[src/rtl/r5p_lsu.sv]
// -----------------------------------------------------------------------------
// r5p_lsu -- load/store unit for a small RV32 core.
//
// Accepts one load or store from the core, formats it into a single
// word-aligned bus transfer with byte enables, and returns sign- or
// zero-extended load data. Misaligned and illegal-size requests complete
// without any bus activity and raise lsu_mal together with lsu_done.
//
// Ports:
//   clk, rst                 clock, synchronous active-low reset
//   lsu_vld / lsu_rdy        core request handshake (rdy only while idle)
//   lsu_wen, lsu_siz,        store/load, size (byte/half/word), unsigned load,
//   lsu_uns, lsu_adr,        effective byte address, store data
//   lsu_wdt
//   lsu_done, lsu_mal,       one-cycle completion pulse, misaligned flag,
//   lsu_rdt                  extended load data (held between loads)
//   bus_vld / bus_rdy        bus transfer handshake
//   bus_wen, bus_adr,        write enable, word address, byte enables,
//   bus_ben, bus_wdt         lane-replicated write data
//   bus_rdt                  read data, valid the cycle after a read transfer
// -----------------------------------------------------------------------------
module r5p_lsu #(
    parameter int XW = 32
) (
    input  logic          clk,
    input  logic          rst,
    input  logic          lsu_vld,
    output logic          lsu_rdy,
    input  logic          lsu_wen,
    input  logic [1:0]    lsu_siz,
    input  logic          lsu_uns,
    input  logic [XW-1:0] lsu_adr,
    input  logic [XW-1:0] lsu_wdt,
    output logic          lsu_done,
    output logic          lsu_mal,
    output logic [XW-1:0] lsu_rdt,
    output logic          bus_vld,
    output logic          bus_wen,
    output logic [XW-1:0] bus_adr,
    output logic [3:0]    bus_ben,
    output logic [XW-1:0] bus_wdt,
    input  logic          bus_rdy,
    input  logic [XW-1:0] bus_rdt
);

    typedef enum logic [1:0] {
        ST_IDLE = 2'd0,
        ST_REQ  = 2'd1,
        ST_RSP  = 2'd2,
        ST_DONE = 2'd3
    } state_t;

    state_t          state_q, state_d;
    logic [1:0]      off_q, off_d;     // byte offset within the word
    logic [1:0]      siz_q, siz_d;
    logic            uns_q, uns_d;
    logic            rdy_q, rdy_d;
    logic            done_q, done_d;
    logic            mal_q, mal_d;
    logic [XW-1:0]   rdt_q, rdt_d;
    logic            bvld_q, bvld_d;
    logic            bwen_q, bwen_d;
    logic [XW-1:0]   badr_q, badr_d;
    logic [3:0]      bben_q, bben_d;
    logic [XW-1:0]   bwdt_q, bwdt_d;

    // Access is misaligned when the offset is not a multiple of the size;
    // size 3 is never legal.
    function automatic logic is_mal(input logic [1:0] siz, input logic [1:0] off);
        case (siz)
            2'd0:    is_mal = 1'b0;
            2'd1:    is_mal = off[0];
            2'd2:    is_mal = (off != 2'b00);
            default: is_mal = 1'b1;
        endcase
    endfunction

    // Byte enables for an aligned access of the given size at the given offset.
    function automatic logic [3:0] fmt_ben(input logic [1:0] siz, input logic [1:0] off);
        case (siz)
            2'd0:    fmt_ben = 4'b0001 << off;
            2'd1:    fmt_ben = 4'b0011 << off;
            default: fmt_ben = 4'b1111;
        endcase
    endfunction

    // Store data is replicated across all lanes so the enables pick the right one.
    function automatic logic [XW-1:0] fmt_wdt(input logic [1:0] siz, input logic [XW-1:0] wdt);
        case (siz)
            2'd0:    fmt_wdt = {4{wdt[7:0]}};
            2'd1:    fmt_wdt = {2{wdt[15:0]}};
            default: fmt_wdt = wdt;
        endcase
    endfunction

    // Select the addressed field of the read word and sign/zero extend it.
    function automatic logic [XW-1:0] load_ext(input logic [1:0] siz, input logic [1:0] off,
                                               input logic uns, input logic [XW-1:0] rdt);
        logic [7:0]  b;
        logic [15:0] h;
        case (off)
            2'd0:    b = rdt[7:0];
            2'd1:    b = rdt[15:8];
            2'd2:    b = rdt[23:16];
            default: b = rdt[31:24];
        endcase
        h = off[1] ? rdt[31:16] : rdt[15:0];
        case (siz)
            2'd0:    load_ext = {{24{~uns & b[7]}}, b};
            2'd1:    load_ext = {{16{~uns & h[15]}}, h};
            default: load_ext = rdt;
        endcase
    endfunction

    // Next-state and next-output computation for the request FSM.
    always_comb begin
        state_d = state_q;
        off_d   = off_q;
        siz_d   = siz_q;
        uns_d   = uns_q;
        mal_d   = 1'b0;
        rdt_d   = rdt_q;
        bvld_d  = 1'b0;
        bwen_d  = bwen_q;
        badr_d  = badr_q;
        bben_d  = bben_q;
        bwdt_d  = bwdt_q;
        case (state_q)
            ST_IDLE: begin
                if (lsu_vld) begin
                    if (is_mal(lsu_siz, lsu_adr[1:0])) begin
                        state_d = ST_DONE;
                        mal_d   = 1'b1;
                    end else begin
                        state_d = ST_REQ;
                        off_d   = lsu_adr[1:0];
                        siz_d   = lsu_siz;
                        uns_d   = lsu_uns;
                        bvld_d  = 1'b1;
                        bwen_d  = lsu_wen;
                        badr_d  = {lsu_adr[XW-1:2], 2'b00};
                        bben_d  = fmt_ben(lsu_siz, lsu_adr[1:0]);
                        bwdt_d  = fmt_wdt(lsu_siz, lsu_wdt);
                    end
                end else begin
                    state_d = ST_IDLE;
                end
            end
            ST_REQ: begin
                if (bus_rdy) begin
                    state_d = bwen_q ? ST_DONE : ST_RSP;
                end else begin
                    bvld_d  = 1'b1;
                end
            end
            ST_RSP: begin
                rdt_d   = load_ext(siz_q, off_q, uns_q, bus_rdt);
                state_d = ST_DONE;
            end
            ST_DONE: begin
                state_d = ST_IDLE;
            end
            default: begin
                state_d = ST_IDLE;
            end
        endcase
        // Handshake and completion flags are decoded from the next state so
        // they appear registered in the same cycle as the state itself.
        rdy_d  = (state_d == ST_IDLE);
        done_d = (state_d == ST_DONE);
    end

    // State and registered outputs; reset wipes any pending transaction.
    always_ff @(posedge clk) begin
        if (!rst) begin
            state_q <= ST_IDLE;
            off_q   <= 2'b00;
            siz_q   <= 2'b00;
            uns_q   <= 1'b0;
            rdy_q   <= 1'b1;
            done_q  <= 1'b0;
            mal_q   <= 1'b0;
            rdt_q   <= '0;
            bvld_q  <= 1'b0;
            bwen_q  <= 1'b0;
            badr_q  <= '0;
            bben_q  <= 4'b0000;
            bwdt_q  <= '0;
        end else begin
            state_q <= state_d;
            off_q   <= off_d;
            siz_q   <= siz_d;
            uns_q   <= uns_d;
            rdy_q   <= rdy_d;
            done_q  <= done_d;
            mal_q   <= mal_d;
            rdt_q   <= rdt_d;
            bvld_q  <= bvld_d;
            bwen_q  <= bwen_d;
            badr_q  <= badr_d;
            bben_q  <= bben_d;
            bwdt_q  <= bwdt_d;
        end
    end

    assign lsu_rdy  = rdy_q;
    assign lsu_done = done_q;
    assign lsu_mal  = mal_q;
    assign lsu_rdt  = rdt_q;
    assign bus_vld  = bvld_q;
    assign bus_wen  = bwen_q;
    assign bus_adr  = badr_q;
    assign bus_ben  = bben_q;
    assign bus_wdt  = bwdt_q;

endmodule

[config.mk]
export PLATFORM = sky130hd
export DESIGN_NAME = r5p_lsu
export DESIGN_NICKNAME = d
export VERILOG_FILES = /design/src/rtl/r5p_lsu.sv
export SDC_FILE = /design/constraint.sdc
export NUM_CORES = 1
export LEC_CHECK = 0
export ABC_CLOCK_PERIOD_IN_PS = 1600
export CAP_MARGIN = 10
export CELL_PAD_IN_SITES_DETAIL_PLACEMENT = 2
export CELL_PAD_IN_SITES_GLOBAL_PLACEMENT = 2
export CORE_MARGIN = 5
export CORE_UTILIZATION = 21
export CTS_BUF_LIST = sky130_fd_sc_hd__clkbuf_8
export CTS_CLUSTER_SIZE = 8
export DETAILED_ROUTE_END_ITERATION = 6
export PLACE_DENSITY_LB_ADDON = 0.1
export SLEW_MARGIN = 5
export SYNTH_ARGS = -nofsm -noshare
export SYNTH_HDL_FRONTEND = slang
export SYNTH_SLANG_ARGS = --single-unit
[constraint.sdc]
create_clock -name clk -period 1.6 [get_ports clk]
set_clock_uncertainty 0.1 [all_clocks]
set_input_delay 0.24 -clock clk [delete_from_list [all_inputs] [get_ports clk]]
set_output_delay 0.24 -clock clk [all_outputs]
set_load 0.01 [all_outputs]
==> results.py <==
metrics = {
    "run": {
        "max_cap_violations": 0,
    },
    "timing": {
        "setup_tns_ns": -3.78,
        "finalCritPeriodShare_pct": 110,
        "setup_viol_count_final": 58,
        "worst_pin_slew_ns": 0.583,
        "hold_viol": 0,
        "fin_hold_ws_ns": 0.0950,
        "max-slew-margin-rel_pct": 61.0,
        "min_period_ns": 1.77,
        "slew_viol_final": 0,
        "fin_ws_ns": -0.165,
        "rsz0062_at_grt": "true",
        "clock.fmax_ghz": 0.567,
    },
    "global_routing": {
        "overflow": 0,
        "grt.total_usage_pct": 16.1,
        "antenna_found_initial": 0,
        "grt_pass1_vias": 5994,
        "grt_max_degree": 56,
        "grt_pass1_wl_um": 34100,
    },
    "finish": {
        "diodes": 0,
        "drive_above_1_share_pct": 10.7,
        "fin_nets": 933,
        "fillCellCount": 2580,
        "area_delta_synth_final_pct": 59.2,
    },
    "critical_path": {
        "max_stage_delay_ns": 0.53,
        "cp_max_fo": 16,
        "reg2regPathDepth": 5,
        "r2r_start": "off_q[1]",
        "endpoint_kind": "flop",
        "reg2reg_slack_ns": -0.17,
        "startpoint": "off_q[1]",
        "critPathArrivalTime_ns": 1.94,
        "worstReg2RegEnd": "lsu_rdt[31]",
        "worstPathRequired_ns": 1.77,
        "worstSetupEndpoint": "lsu_rdt[31]",
        "slowest_stage": "mux4_2",
        "cp_cell_sequence": "mux4_2 > or2_4 > a21oi_4 > buf_12 > a21oi_1",
        "critPathLaunchType": "flop",
        "crit_type": "reg -> reg",
    },
    "hold_path": {
        "hold_path.class": "in -> reg",
    },
    "die": {
        "die_w_um": 162,
        "rows": 55,
        "core_um2": 22800,
        "start_util_pct": 21.4,
        "die_y_um": 162,
        "dieArea_um2": 26400,
        "num_io_pins": 209,
    },
    "pwr": {
        "finalPower_w": 0.00689,
        "peakVddDrop_mv": 0.387,
        "leakage_nw": 3.72,
        "power.density_nw_per_um2": 887,
    },
    "detailed_routing": {
        "avgRoutedWirePerCell_um": 18.6,
        "routed_wl_um": 21300,
        "route.detailed.drc": 0,
        "initialDrtViolationCount": 192,
        "via_per_inst": 4.64,
        "num_vias": 5327,
        "drtPass1Iterations": 4,
        "antenna_left": 0,
    },
    "logic_synthesis": {
        "syn_area_um2": 4880,
        "synth.distinct_cells": 40,
        "yosysTopAreaCellShare_pct": 45.1,
        "avgSynthCellArea_um2": 8.00,
        "synth_fa_ha_area_share_pct": 0,
        "ys_dominant_reg_cell": "dfxtp_1",
        "yosys.area.top_type": "dfxtp_1",
        "yosysMostFrequentCell": "nand2_1",
        "ys_async_sr_fraction_pct": 0,
        "synth-xor-area-share_pct": 0,
        "synthCells": 610,
        "synth_edf_count": 0,
        "synth_seq_cells": 110,
        "yosys.area_share.simple_pct": 22.8,
        "synth_compound_area_share_pct": 21.8,
        "ys_top_cells_by_count": "nand2_1, dfxtp_1, nand3_1, o21ai_0, clkbuf_1",
        "synth_warnings": 0,
        "ys_seq_area_share_pct": 45.1,
        "synth_top_family_by_area": "simple AND/OR/NAND/NOR gates",
        "synth.area.mux_share_pct": 4.15,
        "synth.area.top_cells": "dfxtp_1, nand3_1, nand2_1",
    },
    "clock_tree": {
        "clk_path_buf_depth": 2,
        "clk_pin_slew_worst_paths_ns": 0.11,
        "clock-sinks": 110,
        "hold_buffers": 0,
        "cts_buffers": 9,
        "clk_latency_ns": 0.38,
        "clockRootBuffer": "clkbuf_8",
        "cts_tree": "yes",
        "htreeDepth": 3,
    },
    "placed_design": {
        "gp_congestion": 0.805,
        "dp_hpwl_um": 16300,
        "portBuffers": 206,
    },
    "outcome": {
        "violations": "negative setup slack",
        "outcome": "finished with violations",
    },
}
==> layout make-up <==
cell class	count	area [µm²]	area share, %
Timing Repair Buffer	267	2470	31.9
Sequential cell	110	2200	28.4
Clock inverter	6	110	1.42
Inverter	9	33.8	0.435
Tap cell	313	392	5.04
Multi-Input combinational cell	432	2420	31.1
Clock buffer	10	138	1.77
==> sequential cells by signal, summed over array words and instances (netlist names) <==
| register | count |
|---|---|
| siz_q | 2 |
| bus_adr | 30 |
| uns_q | 1 |
| bus_wdt | 32 |
| lsu_done | 1 |
| bus_vld | 1 |
| state_q | 2 |
| lsu_rdt | 32 |
| lsu_rdy | 1 |
| bus_ben | 4 |
| lsu_mal | 1 |
| off_q | 2 |
| bus_wen | 1 |
==> power breakdown <==
group          switching (W)  internal (W)  total [W]
combinational       0.000867      0.000839    0.00171
sequential          0.000129       0.00297    0.00310
clock                0.00101       0.00108    0.00209
total                0.00200       0.00489    0.00689
==> cell usage in the layout (no fill, tap or decap), types with 5 or more instances in the layout <==
cell             Yosys  final
a31oi_1              6      6
buf_4                2     54
nand3_1            105    105
inv_1                9     10
o211a_1             17     16
a22o_1               7      7
o21ai_0             68     66
mux2i_1             18     18
nand2_1            111    111
nor2b_1              6      5
a21oi_1             35     34
a221oi_1             8      8
clkbuf_8             0     10
clkdlybuf4s50_1      0    102
dlygate4sd2_1        0    103
a22oi_1              6      6
dfxtp_1            110    108
nor2_1              11     11
o311a_1              6      6
==> layer usage <==
| metal | up-vias | share of wire [%] | global-route usage (%) |
|---|---|---|---|
| li1 | 2581 | - | - |
| met1 | 2605 | 41 | 18.4 |
| met2 | 130 | 52 | 29.7 |
| met3 | 11 | 6.1 | 5.01 |
| met4 | 0 | 1.1 | 3.11 |
| met5 | - | 0 | 0 |
==> kinds of logic after synthesis <==
logic type,after synthesis
AND/OR/NAND/NOR,246
buffers and inverters,69
flip-flops,110
multiplexers,19
other,1
AO/OA/AOI/OAI,165
==> through the flow <==
stage | util [%] | setup slack (ns) | cells | instance area [µm²]
after floorplan | - | -0.148 | 611 | 4880
after global placement | 33.1 | -0.507 | 1125 | 7540
after detailed placement | 33.1 | -0.588 | 1125 | 7540
after CTS | 34.1 | -0.176 | 1147 | 7760
after global routing | 34.1 | -0.224 | 1147 | 7770
final | 34.1 | -0.165 | 1147 | 7770
==> repair_timing <==
| item | 4_1_cts | 5_1_grt |
|---|---|---|
| buffers inserted | 4 | 0 |
| resized for setup | 112 | 4 |
| setup endpoints to repair | 182 | 103 |
| cloned | 2 | 0 |
| pin swaps | 2 | 0 |
==> critical path, delay by kind of cell, from the launching register on <==
family / cells / cell delay (ns)
flops: 1 / 0.37
simple gates: 1 / 0.26
mux: 1 / 0.53
buf+inv: 1 / 0.17
compound gates: 2 / 0.23
==> worst min-delay path by stage <==
stage / start / endpoint / slack, ns / cells past startpoint
after global placement: bus_adr[4] / bus_adr[4] / 0.34 / 2
final: rst / bus_wen / 0.09 / 3
after detailed placement: bus_adr[19] / bus_adr[19] / 0.35 / 2
after global routing: rst / bus_wen / 0.08 / 3
after CTS: rst / bus_wen / 0.07 / 3
after floorplan: lsu_adr[31] / bus_adr[31] / 0.27 / 2
(Power assumes the default switching activity.)
